$ cat src/rtl/aurora_link_supervisor.sv
// Link bring-up and health supervisor for an N-lane Aurora 64B66B channel.
// Sequences reset_pb/pma_init, retries bring-up on timeout and re-inits a link that goes bad.
module aurora_link_supervisor #(
   parameter int NUM_LANES   = 2,
   parameter int CNT_W       = 24,
   parameter int RST_PB_LEAD = 128,
   parameter int PMA_HOLD    = 1024,
   parameter int RST_PB_LAG  = 128,
   parameter int UP_TIMEOUT  = 1000000,
   parameter int DROP_FILTER = 16,
   parameter int SOFT_THRESH = 8,
   parameter int SOFT_WIN    = 65536,
   parameter int MAX_RETRY   = 4
) (
   input  logic                 init_clk,
   input  logic                 system_rst_n,
   input  logic                 channel_up,
   input  logic [NUM_LANES-1:0] lane_up,
   input  logic                 hard_err,
   input  logic                 soft_err,
   input  logic                 force_reinit,
   output logic                 reset_pb,
   output logic                 pma_init,
   output logic                 link_ok,
   output logic                 link_fail,
   output logic [2:0]           state,
   output logic [7:0]           retry_cnt,
   output logic [15:0]          reinit_cnt,
   output logic [2:0]           last_cause
);

   typedef enum logic [2:0] {
      ST_RST_LEAD = 3'd0,
      ST_PMA_ON   = 3'd1,
      ST_PMA_OFF  = 3'd2,
      ST_WAIT_UP  = 3'd3,
      ST_LINK_UP  = 3'd4,
      ST_FAIL     = 3'd5
   } state_t;

   localparam logic [2:0] CAUSE_FORCE   = 3'd1;
   localparam logic [2:0] CAUSE_HARD    = 3'd2;
   localparam logic [2:0] CAUSE_DROP    = 3'd3;
   localparam logic [2:0] CAUSE_SOFT    = 3'd4;
   localparam logic [2:0] CAUSE_TIMEOUT = 3'd5;

   localparam logic [CNT_W-1:0] LEAD_LAST    = CNT_W'(RST_PB_LEAD - 1);
   localparam logic [CNT_W-1:0] HOLD_LAST    = CNT_W'(PMA_HOLD - 1);
   localparam logic [CNT_W-1:0] LAG_LAST     = CNT_W'(RST_PB_LAG - 1);
   localparam logic [CNT_W-1:0] TIMEOUT_LAST = CNT_W'(UP_TIMEOUT - 1);
   localparam logic [CNT_W-1:0] WIN_LAST     = CNT_W'(SOFT_WIN - 1);
   localparam logic [CNT_W-1:0] DROP_LIMIT   = CNT_W'(DROP_FILTER);
   localparam logic [CNT_W-1:0] SOFT_LIMIT   = CNT_W'(SOFT_THRESH);
   localparam logic [CNT_W-1:0] CNT_ONE      = CNT_W'(1);

   // A limit above 255 can never be reached by the saturating retry counter.
   localparam bit         RETRY_BOUNDED = (MAX_RETRY > 0) && (MAX_RETRY < 256);
   localparam logic [7:0] RETRY_LIMIT   = 8'(MAX_RETRY);

   logic [1:0]           ch_sync;
   logic [1:0]           hard_sync;
   logic [2:0]           soft_sync;
   logic [NUM_LANES-1:0] lane_s1;
   logic [NUM_LANES-1:0] lane_s2;

   always_ff @(posedge init_clk or negedge system_rst_n) begin
      if (!system_rst_n) begin
         ch_sync   <= '0;
         hard_sync <= '0;
         soft_sync <= '0;
         lane_s1   <= '0;
         lane_s2   <= '0;
      end else begin
         ch_sync   <= {ch_sync[0], channel_up};
         hard_sync <= {hard_sync[0], hard_err};
         soft_sync <= {soft_sync[1:0], soft_err};
         lane_s1   <= lane_up;
         lane_s2   <= lane_s1;
      end
   end

   logic up;
   logic hard;
   logic soft_rise;

   assign up        = ch_sync[1] & (&lane_s2);
   assign hard      = hard_sync[1];
   assign soft_rise = soft_sync[1] & ~soft_sync[2];

   state_t           st_q, st_d;
   logic [CNT_W-1:0] phase_cnt, phase_d;
   logic [CNT_W-1:0] drop_cnt, drop_d;
   logic [CNT_W-1:0] win_cnt, win_d;
   logic [CNT_W-1:0] soft_cnt, soft_d;
   logic [7:0]       retry_q, retry_d, retry_inc;
   logic [15:0]      reinit_q, reinit_d, reinit_inc;
   logic [2:0]       cause_q, cause_d;
   logic             restart;
   logic             trig;

   assign retry_inc  = (retry_q == 8'hFF) ? retry_q : retry_q + 8'd1;
   assign reinit_inc = (reinit_q == 16'hFFFF) ? reinit_q : reinit_q + 16'd1;

   always_comb begin
      st_d     = st_q;
      phase_d  = phase_cnt + CNT_ONE;
      drop_d   = '0;
      win_d    = '0;
      soft_d   = '0;
      retry_d  = retry_q;
      reinit_d = reinit_q;
      cause_d  = cause_q;
      restart  = 1'b0;
      trig     = 1'b0;

      case (st_q)
         ST_RST_LEAD, ST_PMA_ON, ST_PMA_OFF: begin
            if (force_reinit) begin
               st_d    = ST_RST_LEAD;
               cause_d = CAUSE_FORCE;
               restart = 1'b1;
            end else if (st_q == ST_RST_LEAD && phase_cnt == LEAD_LAST) begin
               st_d = ST_PMA_ON;
            end else if (st_q == ST_PMA_ON && phase_cnt == HOLD_LAST) begin
               st_d = ST_PMA_OFF;
            end else if (st_q == ST_PMA_OFF && phase_cnt == LAG_LAST) begin
               st_d = ST_WAIT_UP;
            end
         end

         ST_WAIT_UP: begin
            // A link that comes up on the timeout cycle is taken, not retried.
            if (force_reinit) begin
               st_d    = ST_RST_LEAD;
               cause_d = CAUSE_FORCE;
            end else if (up) begin
               st_d    = ST_LINK_UP;
               retry_d = 8'd0;
            end else if (phase_cnt == TIMEOUT_LAST) begin
               cause_d = CAUSE_TIMEOUT;
               retry_d = retry_inc;
               st_d    = (RETRY_BOUNDED && retry_inc == RETRY_LIMIT) ? ST_FAIL : ST_RST_LEAD;
            end
         end

         ST_LINK_UP: begin
            drop_d = up ? '0 : drop_cnt + CNT_ONE;
            win_d  = (win_cnt == WIN_LAST) ? '0 : win_cnt + CNT_ONE;
            // An edge landing on the window wrap is counted in the new window.
            soft_d = ((win_cnt == WIN_LAST) ? '0 : soft_cnt) + (soft_rise ? CNT_ONE : '0);
            trig   = 1'b1;
            if (force_reinit) begin
               cause_d = CAUSE_FORCE;
            end else if (hard) begin
               cause_d = CAUSE_HARD;
            end else if (drop_d == DROP_LIMIT) begin
               cause_d = CAUSE_DROP;
            end else if (soft_d >= SOFT_LIMIT) begin
               cause_d = CAUSE_SOFT;
            end else begin
               trig = 1'b0;
            end
            if (trig) begin
               st_d     = ST_RST_LEAD;
               reinit_d = reinit_inc;
            end
         end

         ST_FAIL: begin
            if (force_reinit) begin
               st_d    = ST_RST_LEAD;
               retry_d = 8'd0;
               cause_d = CAUSE_FORCE;
            end
         end

         default: begin
            st_d = ST_RST_LEAD;
         end
      endcase

      if (restart || st_d != st_q || st_q == ST_LINK_UP || st_q == ST_FAIL) begin
         phase_d = '0;
      end
   end

   always_ff @(posedge init_clk or negedge system_rst_n) begin
      if (!system_rst_n) begin
         st_q       <= ST_RST_LEAD;
         phase_cnt  <= '0;
         drop_cnt   <= '0;
         win_cnt    <= '0;
         soft_cnt   <= '0;
         retry_q    <= 8'd0;
         reinit_q   <= 16'd0;
         cause_q    <= 3'd0;
         reset_pb   <= 1'b1;
         pma_init   <= 1'b0;
         link_ok    <= 1'b0;
         link_fail  <= 1'b0;
      end else begin
         st_q       <= st_d;
         phase_cnt  <= phase_d;
         drop_cnt   <= drop_d;
         win_cnt    <= win_d;
         soft_cnt   <= soft_d;
         retry_q    <= retry_d;
         reinit_q   <= reinit_d;
         cause_q    <= cause_d;
         // FAIL parks the core with both resets asserted.
         reset_pb   <= (st_d != ST_WAIT_UP) && (st_d != ST_LINK_UP);
         pma_init   <= (st_d == ST_PMA_ON) || (st_d == ST_FAIL);
         link_ok    <= (st_d == ST_LINK_UP);
         link_fail  <= (st_d == ST_FAIL);
      end
   end

   assign state      = st_q;
   assign retry_cnt  = retry_q;
   assign reinit_cnt = reinit_q;
   assign last_cause = cause_q;

endmodule

$ cat config.mk
export PLATFORM = sky130hd
export DESIGN_NAME = aurora_link_supervisor
export DESIGN_NICKNAME = d
export VERILOG_FILES = /design/src/rtl/aurora_link_supervisor.sv
export SDC_FILE = /design/constraint.sdc
export NUM_CORES = 1
export LEC_CHECK = 0
export CAP_MARGIN = 30
export CELL_PAD_IN_SITES_DETAIL_PLACEMENT = 0
export CELL_PAD_IN_SITES_GLOBAL_PLACEMENT = 1
export CORE_MARGIN = 2
export CORE_UTILIZATION = 51
export DETAILED_ROUTE_END_ITERATION = 7
export HOLD_SLACK_MARGIN = 0.03
export PLACE_DENSITY_LB_ADDON = 0.15
export SETUP_SLACK_MARGIN = 0.02
export SLEW_MARGIN = 20
export SYNTH_ARGS = -nofsm -noshare
export SYNTH_HDL_FRONTEND = slang
export SYNTH_SLANG_ARGS = --single-unit
$ cat constraint.sdc
create_clock -name init_clk -period 7.09 [get_ports init_clk]
set_input_delay 2.127 -clock init_clk [delete_from_list [all_inputs] [get_ports init_clk]]
set_output_delay 2.127 -clock init_clk [all_outputs]
set_load 0.01 [all_outputs]
==> flow_metrics.tcl <==
set metrics [dict create \
    rows 43 \
    hold_ws_ns 0.353 \
    finalCritPeriodShare_pct 63.9 \
    power-per-cell-area_nw_per_um2 215 \
    htreeDepth 4 \
    die_w_um 124 \
    period_needed_ns 4.53 \
    syn_nets 791 \
    end_kind "flop" \
    yosysTopAreaCellShare_pct 47.5 \
    port_buffers 41 \
    synth-edff-count 0 \
    drtPass1Iterations 5 \
    cts_tree "yes" \
    drc 0 \
    r2r_end "reinit_cnt[1]" \
    cts_sinks 141 \
    worst_ep_arrival_time_ns 4.83 \
    max_freq_mhz 221 \
    grt_max_degree 86 \
    min-delay-start "lane_s1[1]" \
    wl_per_cell_um 16.0 \
    p_total_mw 1.84 \
    path_max_fanout 9 \
    cts_root_buffer "clkbuf_16" \
    required_ns 7.39 \
    synth_area_leader_cell "dfrtp_1" \
    via_per_inst 5.72 \
    grt_overflow 0 \
    drive_above_1_share_pct 7.11 \
    yosysWarnings 0 \
    fin_nets 819 \
    skew_ns 0.0139 \
    drt-total-wl_um 16000 \
    drt.antenna.violating_nets 0 \
    synthTopCellsByArea "dfrtp_1 48%, xor2_1 6.5%, nor2_1 6.2%" \
    syn_area_um2 7370 \
    die_area_um2 15400 \
    rsz0062_at_grt "no" \
    io-pin-count 42 \
    postCtsSetupRepairBufs 0 \
    outcome "finished, final reports clean" \
    post-place-ws_ns 2.59 \
    core-area_um2 14000 \
    p_leak_nw 3.50 \
    tightest_slew_ns 0.874 \
    cp_cell_sequence "and4_1 -> and2_1 -> nand3_1 -> or3_1 -> nor2_1 -> nor2b_1 -> ha_1 -> and3_1 -> a311oi_1 -> a41o_1 -> o211ai_1 -> nor4_2 -> a31oi_1 -> or4_1 -> nand2_4 -> mux2_1" \
    timing.final.hold_violations 0 \
    fin_util_pct 61.1 \
    grt_usage_pct 21.3 \
    r2r-start "win_cnt[2]" \
    synth_area_per_cell_um2 9.52 \
    antenna_found_initial 0 \
    cts_resized 0 \
    crit_path_start "win_cnt[2]" \
    critPathKind "reg -> reg" \
    peakVddDrop_v 0.000246 \
    start_kind "flop" \
    synth_cells 775 \
    synthArstFlopShare_pct 100 \
    globalplace.congestion 0.892 \
    ys_seq_area_share_pct 47.9 \
    die_h_um 124 \
    ys.flop_type "dfrtp_1" \
    ff2ff_setup_slack_ns 2.56 \
    via_count 5693 \
    max_slew_margin_pct 41.5 \
    ctsHoldBuffers 0 \
    synth.distinct_cells 66 \
    slowest_stage "or4_1" \
    path_clk_slew_ns 0.06 \
    finalSetupTns_ns 0 \
    cts_buffers 17 \
    synth_seq_cells 141 \
    setup_slack_ns 2.56 \
    cp-endpoint "reinit_cnt[1]" \
    clock_latency_ns 0.43 \
    hpwl_um 11000 \
    setup_viol 0 \
    r2r_cells 16 \
    fillCellCount 1201 \
    hold_path.class "reg -> reg" \
    grt_pass1_wl_um 27000 \
    start_util_pct 52.7 \
    ctsLongestPathBuffers 2 \
    drtIter0Drc 478 \
    areaGrowthSynthToFinish_pct 15.9 \
    cap_violations 0 \
    antenna_cells 0 \
    drv_slew 0 \
    max_stage_delay_ns 0.70 \
    grt_pass1_vias 5501 \
]
worst max-delay path: cells and delay by family (launching register included):
family / cells / cell delay, ns
flip-flops: 1 / 0.40
adder cells (fa/ha/maj): 1 / 0.24
multiplexers: 1 / 0.31
AO/OA/AOI/OAI: 4 / 0.73
AND/OR/NAND/NOR: 10 / 2.72
cells in the mapped netlist, types with 4 or more instances:
| cell type | count |
|---|---|
| o21ai_0 | 16 |
| o211ai_1 | 4 |
| and3_1 | 25 |
| xor2_1 | 55 |
| xnor2_1 | 49 |
| inv_1 | 15 |
| or3_1 | 5 |
| mux2i_1 | 4 |
| o31ai_1 | 4 |
| buf_2 | 12 |
| nand4_1 | 30 |
| nor2_1 | 122 |
| a31oi_1 | 8 |
| and2_1 | 6 |
| nor4_1 | 15 |
| nor3_1 | 23 |
| nand2b_1 | 5 |
| nor2b_1 | 6 |
| clkbuf_1 | 23 |
| nand2_1 | 62 |
| dfrtp_1 | 140 |
| a21oi_1 | 15 |
| and4_1 | 9 |
| ha_1 | 8 |
| or4_1 | 4 |
| nand3_1 | 52 |
where the power goes:
part | total, mW | leakage [nW] | switching, mW | internal (mW)
Sequential | 0.818 | 1.91 | 0.00622 | 0.812
Clock | 0.978 | 0.311 | 0.335 | 0.643
Combinational | 0.0413 | 1.28 | 0.0278 | 0.0135
Total | 1.84 | 3.50 | 0.369 | 1.47
per-layer routing:
layer / vias up / wire length [um] / global-route usage [%] / part of all wire (%)
met2: 104 / 7670 / 33.5 / 48
met1: 2798 / 7380 / 28.8 / 46
li1: 2768 / - / - / -
met4: 0 / 222 / 6.74 / 1.4
met3: 23 / 713 / 5.93 / 4.5
met5: - / 0 / 0 / 0
registers in the layout, indices dropped and copies added, names as in the netlist:
signal / flops
reset_pb: 1
pma_init: 1
reinit_cnt: 16
state: 3
lane_s2: 2
link_ok: 1
soft_sync: 3
phase_cnt: 24
lane_s1: 2
hard_sync: 2
drop_cnt: 24
last_cause: 3
ch_sync: 2
win_cnt: 24
retry_cnt: 8
link_fail: 1
soft_cnt: 24
final cells by class:
| type | instances | area [um2] | area share [%] |
|---|---|---|---|
| inverter | 15 | 56.3 | 0.659 |
| tap | 180 | 225 | 2.63 |
| timing repair buffer | 45 | 447 | 5.23 |
| clock buffer | 22 | 464 | 5.43 |
| sequential | 141 | 3530 | 41.3 |
| clock inverter | 10 | 188 | 2.20 |
| multi-input combinational | 583 | 3640 | 42.6 |
through the flow:
stage / area (um2) / cells
6_report: 8550 / 996
5_1_grt: 8550 / 996
2_1_floorplan: 7370 / 775
4_1_cts: 8540 / 995
3_3_place_gp: 7880 / 962
3_5_place_dp: 7890 / 963
logic make-up after synthesis:
| logic type | count (synthesis) | synth area share (%) |
|---|---|---|
| XOR/XNOR | 104 | 12.4 |
| multiplexers | 7 | 1.00 |
| AO/OA/AOI/OAI | 74 | 6.75 |
| buffers and inverters | 51 | 2.85 |
| flip-flops | 141 | 47.9 |
| adder cells (fa/ha/maj) | 8 | 1.36 |
| AND/OR/NAND/NOR | 390 | 27.8 |
worst min path at each step:
| stage | to | cells after the start |
|---|---|---|
| 3_3_place_gp | lane_s2[0] | 0 |
| 4_1_cts | lane_s2[1] | 0 |
| 6_report | lane_s2[1] | 0 |
| 3_5_place_dp | hard_sync[1] | 0 |
| 2_1_floorplan | ch_sync[1] | 0 |
| 5_1_grt | ch_sync[1] | 0 |
placed cells by master, fill, tap and decap left out, types with 3 or more instances in the layout:
cell type,count
nor2b_1,6
or3_1,5
nor4_2,3
and2_1,6
o211ai_1,4
ha_1,8
clkbuf_1,3
or4_1,4
o21ai_0,16
and4_1,9
mux2i_1,4
clkbuf_16,17
bufinv_16,5
a31oi_1,8
dfrtp_1,140
nand2_1,62
and3_1,25
nand4_1,30
a21oi_1,15
xor2_1,55
xnor2_1,49
nor4_4,3
nor4_1,15
nor3_1,23
o31ai_1,4
inv_1,15
clkdlybuf4s50_1,40
nor3b_1,3
nand3_1,52
nand2b_1,5
or2_2,3
nor2_1,122
(Power assumes the default switching activity.)
